[src/rtl/dmi_jtag_tap.sv]
// rtl/dmi_jtag_tap.sv - oversampled JTAG TAP and debug transport feeding DMI requests
module dmi_jtag_tap #(
  parameter int          abits  = 7,
  parameter int          irlen  = 5,
  parameter logic [31:0] idcode = 32'h10e31913
) (
  input  logic             i_clk,
  input  logic             i_rst,
  input  logic             i_trst,
  input  logic             i_tck,
  input  logic             i_tms,
  input  logic             i_tdi,
  output logic             o_tdo,
  output logic             o_dmi_req_valid,
  input  logic             i_dmi_req_ready,
  output logic             o_dmi_req_write,
  output logic [abits-1:0] o_dmi_req_addr,
  output logic [31:0]      o_dmi_req_data,
  input  logic             i_dmi_resp_valid,
  input  logic [31:0]      i_dmi_resp_data,
  output logic             o_dmi_hardreset
);

  localparam int DRW = abits + 34;

  localparam logic [irlen-1:0] IR_IDCODE = irlen'(5'h01);
  localparam logic [irlen-1:0] IR_DTMCS  = irlen'(5'h10);
  localparam logic [irlen-1:0] IR_DMI    = irlen'(5'h11);

  typedef enum logic [3:0] {
    TLR, RTI,
    SEL_DR, CAP_DR, SH_DR, EX1_DR, PAU_DR, EX2_DR, UPD_DR,
    SEL_IR, CAP_IR, SH_IR, EX1_IR, PAU_IR, EX2_IR, UPD_IR
  } tap_state_t;

  typedef enum logic [1:0] {
    DR_BYPASS, DR_IDCODE, DR_DTMCS, DR_DMI
  } dr_sel_t;

  // IEEE 1149.1 next-state function
  function automatic tap_state_t tap_next(input tap_state_t s, input logic tms);
    case (s)
      TLR:     return tms ? TLR    : RTI;
      RTI:     return tms ? SEL_DR : RTI;
      SEL_DR:  return tms ? SEL_IR : CAP_DR;
      CAP_DR:  return tms ? EX1_DR : SH_DR;
      SH_DR:   return tms ? EX1_DR : SH_DR;
      EX1_DR:  return tms ? UPD_DR : PAU_DR;
      PAU_DR:  return tms ? EX2_DR : PAU_DR;
      EX2_DR:  return tms ? UPD_DR : SH_DR;
      UPD_DR:  return tms ? SEL_DR : RTI;
      SEL_IR:  return tms ? TLR    : CAP_IR;
      CAP_IR:  return tms ? EX1_IR : SH_IR;
      SH_IR:   return tms ? EX1_IR : SH_IR;
      EX1_IR:  return tms ? UPD_IR : PAU_IR;
      PAU_IR:  return tms ? EX2_IR : PAU_IR;
      EX2_IR:  return tms ? UPD_IR : SH_IR;
      UPD_IR:  return tms ? SEL_DR : RTI;
      default: return TLR;
    endcase
  endfunction

  logic tck_meta, tck_s, tck_prev;
  logic tms_meta, tms_s;
  logic tdi_meta, tdi_s;
  logic trst_meta, trst_s;
  logic tck_rise, tck_fall;

  tap_state_t tap_state;
  tap_state_t tap_nxt;

  logic [irlen-1:0] ir;
  logic [irlen-1:0] ir_sr;
  dr_sel_t          dr_sel;

  logic [DRW-1:0]   dr_sr;
  logic [1:0]       dmistat;
  logic             pending;
  logic             pending_eff;
  logic [31:0]      resp_data;
  logic [abits-1:0] last_addr;
  logic [1:0]       dmi_op;

  // Two-flop synchronizers on every JTAG pin plus TCK history for edge detect
  always_ff @(posedge i_clk) begin
    if (i_rst) begin
      tck_meta  <= 1'b0;
      tck_s     <= 1'b0;
      tck_prev  <= 1'b0;
      tms_meta  <= 1'b0;
      tms_s     <= 1'b0;
      tdi_meta  <= 1'b0;
      tdi_s     <= 1'b0;
      trst_meta <= 1'b1;
      trst_s    <= 1'b1;
    end else begin
      tck_meta  <= i_tck;
      tck_s     <= tck_meta;
      tck_prev  <= tck_s;
      tms_meta  <= i_tms;
      tms_s     <= tms_meta;
      tdi_meta  <= i_tdi;
      tdi_s     <= tdi_meta;
      trst_meta <= i_trst;
      trst_s    <= trst_meta;
    end
  end

  assign tck_rise = tck_s & ~tck_prev;
  assign tck_fall = ~tck_s & tck_prev;
  assign tap_nxt  = tap_next(tap_state, tms_s);

  // An in-flight response retires before a same-cycle Update-DR looks at pending
  assign pending_eff = pending & ~i_dmi_resp_valid;
  assign dmi_op      = dr_sr[1:0];

  // Decode which data register the current instruction selects
  always_comb begin
    dr_sel = DR_BYPASS;
    if (ir == IR_IDCODE)     dr_sel = DR_IDCODE;
    else if (ir == IR_DTMCS) dr_sel = DR_DTMCS;
    else if (ir == IR_DMI)   dr_sel = DR_DMI;
  end

  // TAP controller: steps on synchronized TCK rise, TRST forces Test-Logic-Reset
  always_ff @(posedge i_clk) begin
    if (i_rst) begin
      tap_state <= TLR;
    end else if (!trst_s) begin
      tap_state <= TLR;
    end else if (tck_rise) begin
      tap_state <= tap_nxt;
    end
  end

  // Instruction register: capture, shift, and commit on entry to Update-IR
  always_ff @(posedge i_clk) begin
    if (i_rst) begin
      ir    <= IR_IDCODE;
      ir_sr <= '0;
    end else if (!trst_s || tap_state == TLR) begin
      ir <= IR_IDCODE;
    end else if (tck_rise) begin
      if (tap_state == CAP_IR) begin
        ir_sr <= irlen'(1);
      end else if (tap_state == SH_IR) begin
        ir_sr <= {tdi_s, ir_sr[irlen-1:1]};
      end
      if (tap_nxt == UPD_IR) begin
        ir <= ir_sr;
      end
    end
  end

  // Data registers, DTMCS control and the DMI request/response bookkeeping
  always_ff @(posedge i_clk) begin
    if (i_rst) begin
      dr_sr           <= '0;
      dmistat         <= 2'd0;
      pending         <= 1'b0;
      resp_data       <= 32'h0;
      last_addr       <= '0;
      o_dmi_req_valid <= 1'b0;
      o_dmi_req_write <= 1'b0;
      o_dmi_req_addr  <= '0;
      o_dmi_req_data  <= 32'h0;
      o_dmi_hardreset <= 1'b0;
    end else begin
      o_dmi_hardreset <= 1'b0;

      if (o_dmi_req_valid && i_dmi_req_ready) begin
        o_dmi_req_valid <= 1'b0;
      end

      if (pending && i_dmi_resp_valid) begin
        pending <= 1'b0;
        if (!o_dmi_req_write) begin
          resp_data <= i_dmi_resp_data;
        end
      end

      if (tck_rise && trst_s) begin
        if (tap_state == CAP_DR) begin
          case (dr_sel)
            DR_IDCODE: dr_sr <= DRW'(idcode);
            DR_DTMCS:  dr_sr <= DRW'({14'h0, 1'b0, 1'b0, 1'b0, 3'd1, dmistat, 6'(abits), 4'h1});
            DR_DMI:    dr_sr <= {last_addr, resp_data, (pending ? 2'd3 : dmistat)};
            default:   dr_sr <= '0;
          endcase
        end else if (tap_state == SH_DR) begin
          case (dr_sel)
            DR_IDCODE,
            DR_DTMCS:  dr_sr[31:0] <= {tdi_s, dr_sr[31:1]};
            DR_DMI:    dr_sr <= {tdi_s, dr_sr[DRW-1:1]};
            default:   dr_sr[0] <= tdi_s;
          endcase
        end

        if (tap_nxt == UPD_DR) begin
          if (dr_sel == DR_DTMCS) begin
            if (dr_sr[17]) begin
              dmistat         <= 2'd0;
              pending         <= 1'b0;
              o_dmi_hardreset <= 1'b1;
            end else if (dr_sr[16]) begin
              dmistat <= 2'd0;
            end
          end else if (dr_sel == DR_DMI && (dmi_op == 2'd1 || dmi_op == 2'd2)) begin
            if (dmistat != 2'd0) begin
              dmistat <= dmistat;
            end else if (pending_eff) begin
              dmistat <= 2'd3;
            end else begin
              last_addr       <= dr_sr[DRW-1:34];
              o_dmi_req_addr  <= dr_sr[DRW-1:34];
              o_dmi_req_data  <= dr_sr[33:2];
              o_dmi_req_write <= (dmi_op == 2'd2);
              o_dmi_req_valid <= 1'b1;
              pending         <= 1'b1;
            end
          end
        end
      end
    end
  end

  // TDO changes on TCK fall so it is stable across the following rise
  always_ff @(posedge i_clk) begin
    if (i_rst) begin
      o_tdo <= 1'b0;
    end else if (tck_fall) begin
      if (tap_state == SH_IR) begin
        o_tdo <= ir_sr[0];
      end else if (tap_state == SH_DR) begin
        o_tdo <= dr_sr[0];
      end else begin
        o_tdo <= 1'b0;
      end
    end
  end

endmodule
[config.mk]
export PLATFORM = sky130hd
export DESIGN_NAME = dmi_jtag_tap
export DESIGN_NICKNAME = d
export VERILOG_FILES = /design/src/rtl/dmi_jtag_tap.sv
export SDC_FILE = /design/constraint.sdc
export NUM_CORES = 1
export LEC_CHECK = 0
export ABC_CLOCK_PERIOD_IN_PS = 2330
export BUFFER_PORTS_ARGS = -buffer_cell sky130_fd_sc_hd__buf_2
export CAP_MARGIN = 20
export CORE_MARGIN = 10
export CORE_UTILIZATION = 52
export DETAILED_ROUTE_END_ITERATION = 6
export PLACE_DENSITY = 0.81
export SLEW_MARGIN = 30
export SYNTH_ARGS = -nofsm -noshare
export SYNTH_HDL_FRONTEND = slang
export SYNTH_SLANG_ARGS = --single-unit
export TNS_END_PERCENT = 50
[constraint.sdc]
create_clock -name i_clk -period 2.33 [get_ports i_clk]
set_input_delay 0.699 -clock i_clk [delete_from_list [all_inputs] [get_ports i_clk]]
set_output_delay 0.699 -clock i_clk [all_outputs]
set_load 0.05 [all_outputs]
==> flow_metrics.tcl, run 1 <==
set metrics [dict create \
    finalHoldViolCount 0 \
    fp.dieH_um 128 \
    root_buffer "clkbuf_16" \
    numClockSinks 141 \
    critPathCapture "o_dmi_req_data[5]" \
    core_area_um2 11500 \
    layout-drive-gt1-share_pct 22.0 \
    grt_overflow 0 \
    dieArea_um2 16500 \
    finalInstanceArea_um2 7210 \
    run_status "completed" \
    dpl-instance-area_um2 6560 \
    synth_top_area_share_pct 46.3 \
    end_kind "flop" \
    ys_seq_elements 141 \
    r2r_slack_ns 0.12 \
    ys.flop_type "dfxtp_1" \
    wl_per_cell_um 17.2 \
    drc_errors 0 \
    hpwlAfterDp_mm 10.7 \
    slew-limit-headroom_pct 52.5 \
    wirelength_mm 15.8 \
    viasPerCell 5.76 \
    yosys-top-cells-area "dfxtp_1 46%, mux2i_1 7.2%, nand2_1 6.3%, a21oi_1 5.7%, nor2_1 5.1%" \
    hold_class "reg -> reg" \
    cp-start-kind "flop" \
    globalplace.congestion 0.867 \
    row_count 39 \
    vias 5283 \
    fin_util_pct 62.9 \
    max_freq_mhz 453 \
    die_w_um 128 \
    antenna_found_initial 0 \
    syn_area_um2 6100 \
    post-route-period-util_pct 94.8 \
    worstPathMaxFanout 15 \
    syn_inst 693 \
    area_growth_pct 18.2 \
    nets 807 \
    ff2ff_path_depth 9 \
    numCtsBuffers 17 \
    track_usage_pct 18.7 \
    antenna_left 0 \
    drt_iter0_markers 574 \
    synth-edff-count 0 \
    grt_pass1_wl_mm 25.2 \
    grt_pass1_vias 5146 \
    cap_violations 0 \
    report.final.slew_viol_count 0 \
    irDropWorstVdd_uv 440 \
    r2r_start "ir[1]" \
    path_class "reg -> reg" \
    io_pins 83 \
    worstMarginPinSlew_ns 0.707 \
    clk_path_buf_depth 2 \
    io_buffers 82 \
    cts_max_level 4 \
    startpoint "ir[1]" \
    synth_top_area_cell "dfxtp_1" \
    path_clk_slew_ns 0.06 \
    arrival_ns 2.49 \
    worst_skew_pair.late_latency_ns 0.42 \
    worst-endpoint-required_ns 2.61 \
    syn_nets 737 \
    fillCellCount 923 \
    async_flop_share_pct 0 \
    rsz0062_at_grt "false" \
    avgSynthCellArea_um2 8.80 \
    num_antenna_cells 0 \
    initial_core_util_pct 53.2 \
    synth.most_common_cell "dfxtp_1" \
    period_needed_ns 2.21 \
    power_density_nw_per_um2 709 \
    r2r-end "o_dmi_req_data[5]" \
    yosys-top-cells-count "141 x dfxtp_1, 103 x nand2_1, 83 x nor2_1" \
    first_pass_iters 5 \
    setup_viol 0 \
    cts_tree "done" \
    p_leak_nw 2.56 \
    yosysSeqAreaShare_pct 46.3 \
    skew_ns 0.00926 \
    yosys_warnings 0 \
    yosys.cell_types.count 59 \
    setup_tns_ns 0 \
    grt_max_degree 57 \
]
[area by class of cell]
cell class              instances  area (um^2)  area share, %
repair buffers                109          697           9.67
clock inverters                 8         92.6           1.28
well taps                     143          179           2.48
clock buffers                  22          464           6.44
multi-input cells             474         2880           39.9
inverters                      20         75.1           1.04
flip-flops and latches        141         2820           39.2
[state kept, by name (all words and copies together) (netlist names), 4 cells and up]
signal,flops
tap_state,4
last_addr,7
resp_data,32
dr_sr,41
ir_sr,5
o_dmi_req_data,32
ir,5
[critical path: stages, from the launching register on]
cell and delay, ns:
dfxtp_1 0.33, nor3_4 0.23, nand2_2 0.11, ha_1 0.24
nor4b_2 0.27, nor4b_4 0.27, buf_6 0.18, buf_12 0.18
mux2i_1 0.20, nor2_1 0.06
[layer usage]
metal	vias to the layer above	part of all wire [%]	global-route usage, %
met5	-	0	0
met4	0	1.3	7.09
met3	19	8.4	5.62
met2	219	47	29.3
met1	2491	43	23.6
li1	2554	-	-
[layout by cell type (no fill, tap or decap), types with 4 or more instances in the layout]
cell | netlist | final
nand3b_1 | 4 | 4
nor2b_1 | 16 | 16
ha_1 | 4 | 4
a31oi_1 | 5 | 5
clkbuf_16 | 0 | 18
nor2_1 | 83 | 82
and3_1 | 4 | 4
a21oi_1 | 69 | 69
mux2i_1 | 44 | 42
dfxtp_1 | 141 | 141
buf_4 | 6 | 19
or2_2 | 5 | 4
inv_1 | 19 | 19
a311oi_1 | 27 | 27
nand3_1 | 32 | 32
nand2_1 | 103 | 102
o21ai_0 | 10 | 10
clkinv_2 | 0 | 5
o32ai_2 | 10 | 10
nor3_1 | 8 | 8
buf_2 | 10 | 81
[cell families after synthesis]
kind of cell / count (synthesis) / share of synthesized area [%]
AOI/OAI and AO/OA: 146 / 17.0
adders and majority gates: 4 / 0.821
buffers and inverters: 78 / 7.08
and+or+nand+nor: 277 / 21.1
DFF: 141 / 46.3
xor gates and xnor gates: 1 / 0.144
muxes: 46 / 7.59
[power by group]
| part | total (mW) | switching [mW] | internal [mW] |
|---|---|---|---|
| Clock | 2.57 | 0.961 | 1.61 |
| Combinational | 0.116 | 0.0695 | 0.0464 |
| Sequential | 2.43 | 0.00880 | 2.42 |
[per-stage QoR]
stage / instances / hold slack (ns) / power, mW / setup WS (ns)
5_1_grt: 917 / 0.445 / 5.25 / 0.000625
3_5_place_dp: 884 / 0.410 / 2.59 / 0.0239
6_report: 917 / 0.418 / 5.11 / 0.121
4_1_cts: 914 / 0.424 / 5.14 / 0.0248
3_3_place_gp: 884 / 0.398 / 2.59 / 0.163
2_1_floorplan: 693 / 0.389 / 2.54 / 0.0412
[worst min path at each step]
stage               startpoint      to  slack, ns  depth (start not counted)
detailed placement   trst_meta  trst_s       0.41                          1
finish               trst_meta  trst_s       0.42                          1
floorplan            trst_meta  trst_s       0.39                          1
global route         trst_meta  trst_s       0.45                          1
global placement     trst_meta  trst_s       0.40                          1
CTS                  trst_meta  trst_s       0.42                          1
[repair_timing]
item / 4_1_cts / 5_1_grt
hold buffers: 0 / 0
buffers inserted: 0 / 1
endpoints found under the setup margin: 0 / 65
resized for setup: 0 / 15
(Power assumes the default switching activity.)
==> run 2, diff against run 1 <==
--- a/config.mk
+++ b/config.mk
@@ -8,10 +8,12 @@
 export ABC_CLOCK_PERIOD_IN_PS = 2330
 export BUFFER_PORTS_ARGS = -buffer_cell sky130_fd_sc_hd__buf_2
 export CAP_MARGIN = 20
+export CORE_ASPECT_RATIO = 0.8
 export CORE_MARGIN = 10
 export CORE_UTILIZATION = 52
 export DETAILED_ROUTE_END_ITERATION = 6
 export PLACE_DENSITY = 0.81
+export SETUP_SLACK_MARGIN = 0.4
 export SLEW_MARGIN = 30
 export SYNTH_ARGS = -nofsm -noshare
 export SYNTH_HDL_FRONTEND = slang
==> run 2 against run 1 <==
Effect of this change: hold slack better by 0.00072 ns; sequential power hardly changed; routed wire length rose by 12%; fmax shrank 3.9%; cell count grew 1.9%; critical path type unchanged; critical endpoint is now o_dmi_req_data[10].
==> flow_metrics.tcl, run 2 (synthesis results as in run 1) <==
set metrics [dict create \
    rsz0062_at_grt "true" \
    post-route-period-util_pct 98.6 \
    max_freq_mhz 435 \
    layout-drive-gt1-share_pct 27.4 \
    ff2ff_path_depth 10 \
    path_clk_slew_ns 0.06 \
    drt_iter0_markers 673 \
    dpl-instance-area_um2 6560 \
    hpwlAfterDp_mm 11.0 \
    worst-endpoint-required_ns 2.62 \
    cap_violations 0 \
    numClockSinks 141 \
    path_class "reg -> reg" \
    report.final.slew_viol_count 0 \
    largest_register_ffs 41 \
    slew-limit-headroom_pct 47.7 \
    grt_overflow 0 \
    irDropWorstVdd_uv 565 \
    top_register "dr_sr" \
    first_pass_iters 5 \
    worstPathMaxFanout 6 \
    whs_path_depth 1 \
    period_needed_ns 2.30 \
    slowest_delay_ns 0.34 \
    top_regs "dr_sr x41, o_dmi_req_data x32, resp_data x32" \
    cts_max_level 4 \
    crit_chain "nor3_4, nand2_2, ha_4, nor4b_4, nor4b_4, buf_6, buf_12, buf_16, mux2i_1, nor2_1" \
    hold_buffers 0 \
    num_antenna_cells 0 \
    skew_ns 0.00531 \
    layout_common_cells "137 x dfxtp_1, 101 x nand2_1, 82 x buf_2" \
    antenna_left 0 \
    row_count 35 \
    power_density_nw_per_um2 739 \
    run_status "completed" \
    die_w_um 141 \
    worst_skew_pair.late_latency_ns 0.42 \
    area_growth_pct 26.0 \
    core_area_um2 11500 \
    numCtsBuffers 17 \
    cp-start-kind "flop" \
    arrival_ns 2.59 \
    cts_tree "done" \
    antenna_found_initial 0 \
    drc_errors 0 \
    track_usage_pct 20.3 \
    viasPerCell 5.85 \
    setup_viol 0 \
    clk_path_buf_depth 2 \
    nets 818 \
    dieArea_um2 16500 \
    final_common_cell "dfxtp_1" \
    setup_tns_ns 0 \
    fp.dieH_um 117 \
    grt_max_degree 41 \
    end_kind "flop" \
    finalInstanceArea_um2 7680 \
    grt_pass1_wl_mm 27.2 \
    grt_pass1_vias 5373 \
    io_pins 83 \
    io_buffers 82 \
    initial_core_util_pct 53.2 \
    whs_ns 0.419 \
    wl_per_cell_um 18.9 \
    root_buffer "clkbuf_16" \
    hold_class "reg -> reg" \
    wirelength_mm 17.6 \
    worstMarginPinSlew_ns 0.778 \
    slowest_stage "dfxtp_2" \
    globalplace.congestion 0.894 \
    vias 5463 \
    p_leak_nw 2.75 \
    finalHoldViolCount 0 \
    crit_top_cell "nor4b_4" \
]
## run 2: cell types whose count changed in the layout (fill, tap and decap cells not counted), moves of 3 or more
cell and change:
nand3_2 +4, clkbuf_1 -3, ha_1 -3, nor2_2 +6
bufinv_16 +4, nand3_1 -4, dfxtp_1 -4, buf_12 +4
dfxtp_2 +4, nor2_1 -8, clkinv_2 -4
## run 2: per-stage QoR
stage / total power, mW / util [%] / cells / setup WS, ns
floorplan: 2.54 / - / 693 / 0.233
global placement: 2.59 / 57.2 / 886 / 0.144
detailed placement: 2.60 / 57.2 / 886 / 0.0315
CTS: 5.69 / 65.1 / 927 / 0.111
global route: 5.81 / 67.0 / 934 / -0.122
finish: 5.68 / 67.0 / 934 / 0.0321
## run 2: report_power, final
part           total [mW]  internal, mW  switching, mW
sequential           2.43          2.42        0.00950
clock                3.13          2.12           1.01
combinational       0.120        0.0471         0.0731
total                5.68          4.58           1.09
## run 2: worst max-delay path, delay by kind of cell, from the launching register on
| family | cells | cell delay, ns |
|---|---|---|
| adder cells (fa/ha/maj) | 1 | 0.19 |
| buffers and inverters | 3 | 0.43 |
| flip-flops | 1 | 0.34 |
| multiplexers | 1 | 0.22 |
| AND/OR/NAND/NOR | 5 | 0.99 |
## run 2: area by class of cell
cell class,count,area [um^2]
inverters,20,77.6
clock buffers,21,480
multi-input cells,475,3060
clock inverters,10,209
repair buffers,119,850
fillers,855,3790
flip-flops and latches,141,2830
well taps,148,185
## run 2: path summary, 6_finish.rpt
| path | from | end | slack, ns |
|---|---|---|---|
| setup / recovery | ir[3] | o_dmi_req_data[10] | 0.03 |
| setup reg to reg | ir[3] | o_dmi_req_data[10] | 0.03 |
| hold reg to reg | trst_meta | trst_s | 0.42 |
| hold / removal | trst_meta | trst_s | 0.42 |
## run 2: what timing repair did
action,in CTS,in global routing
pin swaps,2,28
buffers inserted,7,6
endpoints found under the setup margin,83,84
gates resized for setup,21,41
gates cloned,3,1
## run 2: per-layer routing
layer,wire length [um],track usage [%],vias up
met5,0,0,-
met4,399,7.42,0
met3,1560,6.01,34
met2,7970,31.2,276
met1,7690,26.5,2587
li1,-,-,2566
